### src/rtl/d_ff_pkg.sv
// d_ff_pkg: shared defaults and width helper for the d_ff pipeline family.
package d_ff_pkg;
    localparam int DEF_N = 8;
    localparam int DEF_DEPTH = 4;
    function automatic int clog2p1(input int depth);
        return $clog2(depth + 1);
    endfunction
endpackage

### src/rtl/d_ff_stage.sv
// d_ff_stage: one pipeline register with a valid bit; holds data when not loaded.
module d_ff_stage
    import d_ff_pkg::*;
#(
    parameter int N = DEF_N
) (
    input  logic         clk,
    input  logic         reset,
    input  logic         flush,
    input  logic         load,
    input  logic         up_valid,
    input  logic [N-1:0] up_data,
    output logic         valid,
    output logic [N-1:0] data
);
    logic         valid_q, valid_d;
    logic [N-1:0] data_q, data_d;
    // data only moves with a valid upstream so bubbles never pull in unqualified input
    always_comb begin
        valid_d = load ? up_valid : valid_q;
        data_d  = (load && up_valid) ? up_data : data_q;
    end
    always_ff @(posedge clk) begin
        if (reset) begin
            valid_q <= 1'b0;
            data_q  <= '0;
        end else if (flush) begin
            valid_q <= 1'b0;
        end else begin
            valid_q <= valid_d;
            data_q  <= data_d;
        end
    end
    assign valid = valid_q;
    assign data  = data_q;
endmodule

### src/rtl/d_ff_pipe.sv
// d_ff_pipe: DEPTH-stage valid/ready register pipeline with bubble collapse and flush.
module d_ff_pipe
    import d_ff_pkg::*;
#(
    parameter int N = DEF_N,
    parameter int DEPTH = DEF_DEPTH,
    localparam int OCC_W = clog2p1(DEPTH)
) (
    input  logic             clk,
    input  logic             reset,
    input  logic             flush,
    input  logic             in_valid,
    output logic             in_ready,
    input  logic [N-1:0]     d,
    output logic             out_valid,
    input  logic             out_ready,
    output logic [N-1:0]     q,
    output logic [N-1:0]     qbar,
    output logic [OCC_W-1:0] occupancy
);
    logic [DEPTH-1:0] v;
    logic [N-1:0]     data [DEPTH];
    logic [DEPTH:0]   rdy;
    logic [OCC_W-1:0] occ;
    // a stage can load if it is empty or everything ahead of it moves
    always_comb begin
        rdy[DEPTH] = out_ready;
        for (int i = DEPTH - 1; i >= 0; i--) rdy[i] = ~v[i] | rdy[i + 1];
    end
    always_comb begin
        occ = '0;
        for (int i = 0; i < DEPTH; i++) occ = occ + OCC_W'(v[i]);
    end
    for (genvar i = 0; i < DEPTH; i++) begin : g_stage
        logic         up_v;
        logic [N-1:0] up_d;
        if (i == 0) begin : g_head
            assign up_v = in_valid;
            assign up_d = d;
        end else begin : g_body
            assign up_v = v[i - 1];
            assign up_d = data[i - 1];
        end
        d_ff_stage #(.N(N)) u_stage (
            .clk     (clk),
            .reset   (reset),
            .flush   (flush),
            .load    (rdy[i]),
            .up_valid(up_v),
            .up_data (up_d),
            .valid   (v[i]),
            .data    (data[i])
        );
    end
    assign in_ready  = rdy[0] & ~flush;
    assign out_valid = v[DEPTH - 1];
    assign q         = data[DEPTH - 1];
    assign qbar      = ~data[DEPTH - 1];
    assign occupancy = occ;
endmodule

### config.mk
export PLATFORM = sky130hd
export DESIGN_NAME = d_ff_pipe
export DESIGN_NICKNAME = d
export VERILOG_FILES = /design/src/rtl/d_ff_pkg.sv /design/src/rtl/d_ff_stage.sv /design/src/rtl/d_ff_pipe.sv
export SDC_FILE = /design/constraint.sdc
export NUM_CORES = 1
export LEC_CHECK = 0
export ABC_AREA = 1
export CORE_UTILIZATION = 44
export CTS_CLUSTER_DIAMETER = 80
export DETAILED_ROUTE_END_ITERATION = 8
export GPL_TIMING_DRIVEN = 1
export PLACE_DENSITY = 0.74
export SLEW_MARGIN = 0
export SYNTH_ARGS = -nofsm -noshare
export SYNTH_HDL_FRONTEND = slang
export SYNTH_SLANG_ARGS = --single-unit
### constraint.sdc
create_clock -name clk -period 1.84 [get_ports clk]
set_input_delay 0.368 -clock clk [delete_from_list [all_inputs] [get_ports clk]]
set_output_delay 0.368 -clock clk [all_outputs]
set_load 0.005 [all_outputs]
# Word level (Yosys, flattened, before mapping)
# Cells that the tools add are included.
[word_totals]
reg_bits = 36
in_bits = 13
out_inout_bits = 21
wordCells = 31
[classes]
addsub = 3
n_bitwise = 11
reduce_logical = 9
[op_table]
columns = ["operator", "n"]
rows = [
  ["NOT 8 bit", 1],
  ["AND reduction 2 bit", 4],
  ["NOT 1 bit", 5],
  ["logical AND 1 bit", 4],
  ["bitwise OR 1 bit", 4],
  ["adder 2 x 1 -> 3 bit", 1],
  ["adder 3 x 1 -> 3 bit", 1],
  ["adder 1 x 1 -> 2 bit", 1],
  ["OR reduction 2 bit", 1],
  ["AND 1 bit", 1],
]

# Depth between registers and ports, before layout
# Gate-level depths: netlist (run 1).
[depth]
word_depth = 7
mapped_depth = 7
mapped_depth_nobuf = 7

# Cells and area by module
# Synthesis (run 1) repeated with hierarchy kept, for this count alone.
[unflattened]
cells_unflattened = 256
area_unflattened_um2 = 1701.6
[by_module_without_submodules]
columns = ["mod", "n_inst", "cells_each", "area_per_inst_um2"]
rows = [
  ["d_ff_stage", 4, 58, 391.6],
  ["d_ff_pipe", 1, 24, 135.1],
]

# Worst setup path before layout (run 1)
# No wires, ideal clock.
[synth_timing]
path_kind = "flip-flop to output port"
startpoint = "register g_stage[0].u_stage.valid_q"
endpoint = "output occupancy[1]"
arrival_ns = 1.407
t_required_ns = 1.472
path_slack_ns = 0.065
path_stages_with_launch = 6
n_path_buf = 0
path_cell_list = "dfxtp_1 inv_1 fa_1 inv_1 ha_1 ha_1"
[synth_via]
elab_chain_len = 3
[synth_lines]
columns = ["element", "line", "text"]
rows = [
  ["start, declared", "d_ff_stage.sv:16", "logic valid_q, valid_d;"],
  ["start signal, assigned", "d_ff_stage.sv:30", "valid_q <= valid_d;"],
  ["adder 1 x 1 -> 2 bit", "d_ff_pipe.sv:32", "for (int i = 0; i < DEPTH; i++) occ = occ + OCC_W'(v[i]);"],
  ["adder 2 x 1 -> 3 bit", "d_ff_pipe.sv:32", ""],
  ["adder 3 x 1 -> 3 bit", "d_ff_pipe.sv:32", ""],
  ["end, declared", "d_ff_pipe.sv:19", "output logic [OCC_W-1:0] occupancy"],
]
# Every way passes these cells.

# Worst setup path in the final report (run 1)
[layout_timing]
startpoint = "register g_stage[3].u_stage.valid_q"
endpoint = "output occupancy[1]"
[layout_via]
elab_chain_len = 1
[layout_lines]
columns = ["element", "line"]
rows = [
  ["start, declared", "d_ff_stage.sv:16"],
  ["start signal, assigned", "d_ff_stage.sv:30"],
  ["adder 3 x 1 -> 3 bit", "d_ff_pipe.sv:32"],
]
# Every way passes these cells.

==> reports/qor.yml, run 1 <==
timing:
  fin_crit_ns: 2.19
  rsz0062_at_grt: "true"
  clock_skew_ns: 0.00646
  hold_viol: 0
  setup_violations: 3
  drv_slew: 0
  max_freq_mhz: 456
  worst_hold_slack_ns: 0.468
  worst_slack_ns: -0.351
  max_slew_margin_pct: 74.2
  worst_pin_slew_ns: 0.386
  min_period_over_period_pct: 119
layout:
  final_area_um2: 2100
  fin_util_pct: 66.5
  drive_gt1_share_pct: 17.9
  antenna_cells: 0
  syn_to_final_growth_pct: 38.2
  fillers: 293
  final_nets: 267
yosys:
  synth_cells: 202
  synthFlopType: "dfxtp_1"
  synth_area_leaders: "dfxtp_1 47%, nor2_1 12%, inv_1 9.2%, o21ai_0 6.9%, nand2_1 4.5%"
  yosysSeqAreaShare_pct: 47.5
  synth_edf_count: 0
  synth_top_area_share_pct: 47.5
  synth_top_area_cell: "dfxtp_1"
  yosysUniqueCellTypes: 21
  syn_area_um2: 1520
  synth_area_per_cell_um2: 7.51
  synth_nets: 218
  synth_seq_cells: 36
  ys_async_sr_fraction_pct: 0
  yosysWarningCount: 0
grt:
  track_usage_pct: 17.2
  grt_max_degree: 34
  overflow: 0
  grt_pass1_vias: 1053
  grt_pass1_wl_um: 4510
  antenna_found_initial: 0
critical_path:
  ff2ff_path_depth: 10
  crit_arrival_ns: 1.82
  r2r_slack_ns: 0.37
  critPathCaptureType: "primary output"
  worstReg2RegStart: "g_stage[3].u_stage.valid$_SDFFE_PP0P_"
  worstPathMaxFanout: 2
  cp.required_ns: 1.47
  rr_endpoint: "g_stage[1].u_stage.data[4]$_SDFFE_PP0P_"
  crit_type: "reg2out"
  start_kind: "register"
hold_path:
  hold-path-cell-count: 2
  hold_end: "g_stage[3].u_stage.data[1]$_SDFFE_PP0P_"
  min_from: "g_stage[3].u_stage.data[1]$_SDFFE_PP0P_"
  hp-class: "reg2reg"
clock_tree:
  cts_tree: "yes"
  clock_sinks: 36
  clockRootBuffer: "clkbuf_4"
  clk_pin_slew_ns: 0.11
  clk_latency_ns: 0.34
  cts_buffer_depth: 2
  cts_buffers: 5
  cts_max_level: 2
floorplan:
  die_h_um: 60.7
  initial_utilization_pct: 48.1
  coreArea_um2: 3150
  die-width_um: 60.7
  std_cell_rows: 20
  io_pins: 34
  die-area_um2: 3690
pwr:
  powerDensity_nw_per_um2: 714
  p_leak_nw: 0.926
  vdd_ir_drop_max_uv: 532
  fin_total_pwr_w: 0.00150
run_status:
  violations: "negative setup slack"
  status: "finished, violations left"
placement:
  dp_hpwl_um: 1860
  port-buffer-count: 33
  gp_congestion: 0.828
  place_area_um2: 1960
  place_ws_ns: -0.392
flow_run:
  maxCapViolations: 0
route:
  via_count: 1294
  drt_iter0_markers: 25
  postRouteAntennaNets: 0
  viasPerCell: 4.37
  wl_per_cell_um: 9.01
  first_pass_iters: 4
  drc_errors: 0
  wl_um: 2670
[report_power, final]
part	switching, W	leakage [nW]	internal [W]
Combinational	0.0000697	0.592	0.0000691
Clock	0.000264	0.0412	0.000283
Sequential	0.00000962	0.293	0.000802
Total	0.000343	0.926	0.00115
[state kept, by name, indices dropped and copies added, names as in the netlist]
| register | count |
|---|---|
| g_stage.u_stage.data | 32 |
| g_stage.u_stage.valid | 4 |
[layer usage]
layer	wire, um	global-route usage [%]	vias up
li1	-	-	716
met1	1260	19.8	539
met2	1210	27.3	33
met3	135	7.04	6
met4	66	9.74	0
met5	0	0	-
[layout make-up]
type / count / area, um2 / area share, %
Multi-Input combinational cell: 117 / 624 / 29.8
Sequential cell: 36 / 723 / 34.5
Clock inverter: 3 / 42.5 / 2.03
Tap cell: 44 / 55.1 / 2.63
Timing Repair Buffer: 48 / 453 / 21.6
Inverter: 43 / 161 / 7.70
Clock buffer: 5 / 37.5 / 1.79
[cells in the final DEF, fill, tap and decap left out, types with 2 or more instances in the layout]
cell type        instances
ha_4                     2
buf_6                    3
dfxtp_1                 34
buf_4                   14
dfxtp_2                  2
nand4_1                  8
inv_2                    7
clkbuf_4                 5
nand2_2                  2
nand2_1                 18
nand3_4                  2
nor2_1                  47
o21ai_1                  3
a21oi_1                 10
o21ai_0                 21
inv_1                   35
clkdlybuf4s50_1         28
[repair_timing]
item / in CTS / in global routing
buffers inserted: 0 / 4
endpoints found under the setup margin: 4 / 4
pin swaps: 0 / 1
resized for setup: 22 / 4
hold buffers: 0 / 0
[logic make-up (layout without fill, tap and decap cells)]
kind of cell    count (synthesis)  in the layout  synth area share, %
flops                          36             36                 47.5
simple gates                   80             80                 25.3
compound gates                 34             34                 11.2
buf+inv                        49             99                 13.0
fa+ha+maj                       3              3                 2.97
[synth_stat cells, types with 2 or more instances]
| cell type | count |
|---|---|
| a21oi_1 | 10 |
| buf_2 | 2 |
| clkbuf_1 | 2 |
| dfxtp_1 | 36 |
| ha_1 | 2 |
| inv_1 | 37 |
| inv_2 | 5 |
| nand2_1 | 18 |
| nand2_2 | 2 |
| nand3_4 | 2 |
| nand4_1 | 8 |
| nor2_1 | 47 |
| o21ai_0 | 21 |
| o21ai_1 | 3 |
[metrics by stage]
stage	cells	setup TNS, ns
CTS	292	-0.835
global placement	284	-0.936
detailed placement	284	-1.02
floorplan	202	0
global route	296	-0.975
finish	296	-0.803
[worst max path at each step]
stage / from / endpoint / cells after the start
3_5_place_dp: g_stage[3].u_stage.valid$_SDFFE_PP0P_ / occupancy[1] / 6
4_1_cts: g_stage[3].u_stage.valid$_SDFFE_PP0P_ / occupancy[1] / 6
3_3_place_gp: g_stage[3].u_stage.valid$_SDFFE_PP0P_ / occupancy[1] / 6
6_report: g_stage[3].u_stage.valid$_SDFFE_PP0P_ / occupancy[1] / 6
5_1_grt: g_stage[3].u_stage.valid$_SDFFE_PP0P_ / occupancy[1] / 6
2_1_floorplan: g_stage[0].u_stage.valid$_SDFFE_PP0P_ / occupancy[1] / 5
[critical path: stages (launching register included)]
cell	delay, ns
dfxtp_2	0.35
inv_2	0.04
fa_1	0.54
inv_2	0.05
ha_4	0.15
ha_4	0.26
buf_6	0.08
Note: power is estimated with default switching activity, not from simulation.
==> run 2: changes to the inputs <==
- CORE_UTILIZATION: 44 -> 45
- RECOVER_POWER: not set -> 100
- SYNTH_HIERARCHICAL: not set -> 1
==> run 2 against run 1 <==
  * The run still ends with negative setup slack left
  * Clock power shrank 4.4%
  * Final cell count grew 16%
  * First-iteration DRC count grew to 2.9 times the previous value
  * Combinational power shrank 13%
  * Setup slack gained 0.071 ns
  * Clock-buffer cell count grew 1
  * Clock skew grew 0.00063 ns
  * Register-to-register slack gained 0.02 ns
  * Non-clock buffer count shrank 9
  * Utilization shrank 4.2 points
  * Flip-flop and latch count is the same
  * Design area grew 3.0%
  * Critical path type unchanged
  * Critical endpoint unchanged
  * Highest routed layer unchanged
==> reports/qor.yml, run 2 <==
run_status:
  status: "finished, violations left"  # unchanged
  violations: "negative setup slack"  # unchanged
critical_path:
  worstReg2RegStart: "g_stage[2].u_stage/valid$_SDFFE_PP0P_"  # was g_stage[3].u_stage.valid$_SDFFE_PP0P_
  critPathBufInv: 3  # unchanged
  cp.required_ns: 1.47  # about the same
  max_stage_delay_ns: 0.56  # was 0.54 ns
  crit_arrival_ns: 1.75  # was 1.82 ns
  ff2ff_path_depth: 5  # was 10
  worstPathMaxFanout: 2  # unchanged
  cp_slowest_cell: "fa_1"  # unchanged
  critPathCaptureType: "primary output"  # unchanged
  r2r_slack_ns: 0.39  # was 0.37 ns
  crit_family: "adder cells"  # unchanged
  crit_chain: "inv_2 > fa_1 > inv_2 > ha_4 > ha_4 > buf_6"  # unchanged
  crit_type: "reg2out"  # unchanged
  start_kind: "register"  # unchanged
  rr_endpoint: "g_stage[2].u_stage/data[3]$_SDFFE_PP0P_"  # was g_stage[1].u_stage.data[4]$_SDFFE_PP0P_
grt:
  grt_pass1_vias: 1299  # was 1053
  antenna_found_initial: 0  # unchanged
  grt_max_degree: 17  # was 34
  track_usage_pct: 18.2  # was 17.2%
  overflow: 0  # unchanged
  grt_pass1_wl_um: 5640  # was 4510 um
timing:
  fin_crit_ns: 2.12  # was 2.19 ns
  min_period_over_period_pct: 115  # was 119%
  clock_skew_ns: 0.00709  # was 0.00646 ns
  rsz0062_at_grt: "true"  # unchanged
  max_freq_mhz: 472  # was 456 MHz
  drv_slew: 0  # unchanged
  worst_slack_ns: -0.280  # was -0.351 ns
  max_slew_margin_pct: 60.1  # was 74.2%
  worst_hold_slack_ns: 0.484  # was 0.468 ns
  worst_pin_slew_ns: 0.596  # was 0.386 ns
  setup_violations: 4  # was 3
  hold_viol: 0  # unchanged
route:
  drt_iter0_markers: 73  # was 25
  wl_um: 3050  # was 2670 um
  first_pass_iters: 4  # unchanged
  postRouteAntennaNets: 0  # unchanged
  wl_per_cell_um: 8.86  # was 9.01 um
  drc_errors: 0  # unchanged
  via_count: 1400  # was 1294
  viasPerCell: 4.07  # was 4.37
yosys:
  synth_area_per_cell_um2: 6.65  # was 7.51 um2
  yosysUniqueCellTypes: 13  # was 21
  synth_top_family_by_area: "simple AND/OR/NAND/NOR gates"  # unchanged
  yosys.area_share.simple_pct: 37.9  # was 25.3%
  synth_top_area_share_pct: 42.4  # was 47.5%
  synth_edf_count: 0  # unchanged
  yosysWarningCount: 6  # was 0
  synth_mux_area_share_pct: 0  # unchanged
  syn_area_um2: 1700  # was 1520 um2
  synth_xor_area_share_pct: 0  # unchanged
  synth_top_area_cell: "dfxtp_1"  # unchanged
  synth_seq_cells: 36  # unchanged
  ys_async_sr_fraction_pct: 0  # unchanged
  synthFlopType: "dfxtp_1"  # unchanged
  synth_fa_ha_area_share_pct: 2.65  # was 2.97%
  yosysSeqAreaShare_pct: 42.4  # was 47.5%
  netlist_top_cells_count: "69 x nand2_1, 66 x nor2_1, 56 x inv_1"  # was 47 x nor2_1, 37 x inv_1, 36 x dfxtp_1
  synth_nets: 272  # was 218
  synth_area_leaders: "dfxtp_1 42%, nand2_1 15%, nor2_1 15%, inv_1 12%, nand3_4 4.1%"  # was dfxtp_1 47%, nor2_1 12%, inv_1 9.2%, o21ai_0 6.9%, nand2_1 4.5%
  yosysMostFrequentCell: "nand2_1"  # was nor2_1
  synth_compound_area_share_pct: 1.18  # was 11.2%
  synth_cells: 256  # was 202
layout:
  syn_to_final_growth_pct: 26.9  # was 38.2%
  antenna_cells: 0  # unchanged
  layout_commonest_cell: "nand2_1"  # was nor2_1
  multi_input_area_um2: 699  # was 624 um2
  ff_latch_area_um2: 726  # was 723 um2
  fin_util_pct: 62.3  # was 66.5%
  largest_reg_flops: 32  # unchanged
  final_nets: 314  # was 267
  final_cell_mix: "69 x nand2_1, 67 x nor2_1, 53 x inv_1"  # was 47 x nor2_1, 35 x inv_1, 34 x dfxtp_1
  drive_gt1_share_pct: 11.4  # was 17.9%
  stdcell_count: 344  # was 296
  fillers: 343  # was 293
clock_tree:
  clk_latency_ns: 0.29  # was 0.34 ns
  cts_max_level: 2  # unchanged
  clk_pin_slew_ns: 0.07  # was 0.11 ns
  cts_tree: "yes"  # unchanged
  clockRootBuffer: "clkbuf_8"  # was clkbuf_4
  postCtsSetupRepairBufs: 0  # unchanged
  cts_buffers: 5  # unchanged
  clock_sinks: 36  # unchanged
  cts_buffer_depth: 2  # unchanged
floorplan:
  coreArea_um2: 3470  # was 3150 um2
  std_cell_rows: 21  # was 20
  die-width_um: 63.5  # was 60.7 um
  die-area_um2: 4030  # was 3690 um2
  die_h_um: 63.5  # was 60.7 um
  io_pins: 34  # unchanged
  initial_utilization_pct: 49.1  # was 48.1%
pwr:
  fin_total_pwr_w: 0.00146  # was 0.00150 W
  p_leak_nw: 1.15  # was 0.926 nW
  vdd_ir_drop_max_uv: 538  # was 532 uV
  powerDensity_nw_per_um2: 675  # was 714 nW/um2
placement:
  gp_congestion: 0.776  # was 0.828
  dpl.cell_count: 337  # was 284
  port-buffer-count: 33  # unchanged
  place_ws_ns: -0.443  # was -0.392 ns
  dp_hpwl_um: 1940  # was 1860 um
hold_path:
  min_from: "g_stage[0].u_stage/data[5]$_SDFFE_PP0P_"  # was g_stage[3].u_stage.data[1]$_SDFFE_PP0P_
  hold-path-cell-count: 2  # unchanged
  hold_end: "g_stage[1].u_stage/data[5]$_SDFFE_PP0P_"  # was g_stage[3].u_stage.data[1]$_SDFFE_PP0P_
  hp-class: "reg2reg"  # unchanged
flow_run:
  maxCapViolations: 0  # unchanged
## run 2: worst max-delay path by stage
stage / to / cells after the start / from / slack, ns
CTS: occupancy[1] / 6 / g_stage[2].u_stage/valid$_SDFFE_PP0P_ / -0.27
global placement: occupancy[1] / 6 / g_stage[3].u_stage/valid$_SDFFE_PP0P_ / -0.39
detailed placement: occupancy[1] / 6 / g_stage[3].u_stage/valid$_SDFFE_PP0P_ / -0.44
finish: occupancy[1] / 6 / g_stage[2].u_stage/valid$_SDFFE_PP0P_ / -0.28
global route: occupancy[1] / 6 / g_stage[2].u_stage/valid$_SDFFE_PP0P_ / -0.33
floorplan: occupancy[1] / 5 / g_stage[3].u_stage/valid$_SDFFE_PP0P_ / 0.02
## run 2: report_power, final
part / internal (W) / total (W) / leakage [nW] / switching [W]
sequential: 0.000802 / 0.000814 / 0.294 / 0.0000120
combinational: 0.0000569 / 0.000121 / 0.814 / 0.0000639
clock: 0.000257 / 0.000523 / 0.0410 / 0.000266
total: 0.00112 / 0.00146 / 1.15 / 0.000342
## run 2: per-layer routing
layer | wire (um) | up-vias | GRT usage (%)
met5 | 0 | - | 0
met4 | 39 | 0 | 10.2
met3 | 117 | 2 | 5.43
met2 | 1420 | 29 | 28.7
met1 | 1470 | 564 | 21.7
li1 | - | 805 | -
## run 2: through the flow
step,instance area [um2],setup TNS (ns)
after floorplan,1700,0
after global placement,2090,-0.968
after detailed placement,2090,-1.07
after CTS,2200,-0.570
after global routing,2160,-1.08
final,2160,-0.665
## run 2: cell families (layout without fill, tap and decap cells)
group,after synthesis,count (layout)
AO/OA/AOI/OAI,4,4
flip-flops,36,36
adder cells (fa/ha/maj),3,3
buffers and inverters,64,106
AND/OR/NAND/NOR,149,149
## run 2: worst min-delay path, cell delays in order, from the launching register on
cell and delay [ns]:
dfxtp_1 0.33, nor2_1 0.05, nor2_1 0.08
## run 2: cell type report
class | instances | area share (%)
inverters | 60 | 10.4
clock buffers | 6 | 3.36
clock inverters | 1 | 0.232
multi-input cells | 156 | 32.4
repair buffers | 39 | 17.3
well taps | 46 | 2.67
flip-flops and latches | 36 | 33.6
## run 2: timing repair
item,4_1_cts,5_1_grt
resized for setup,26,0
pin swaps,2,1
setup endpoints to repair,4,3
hold buffers,0,0
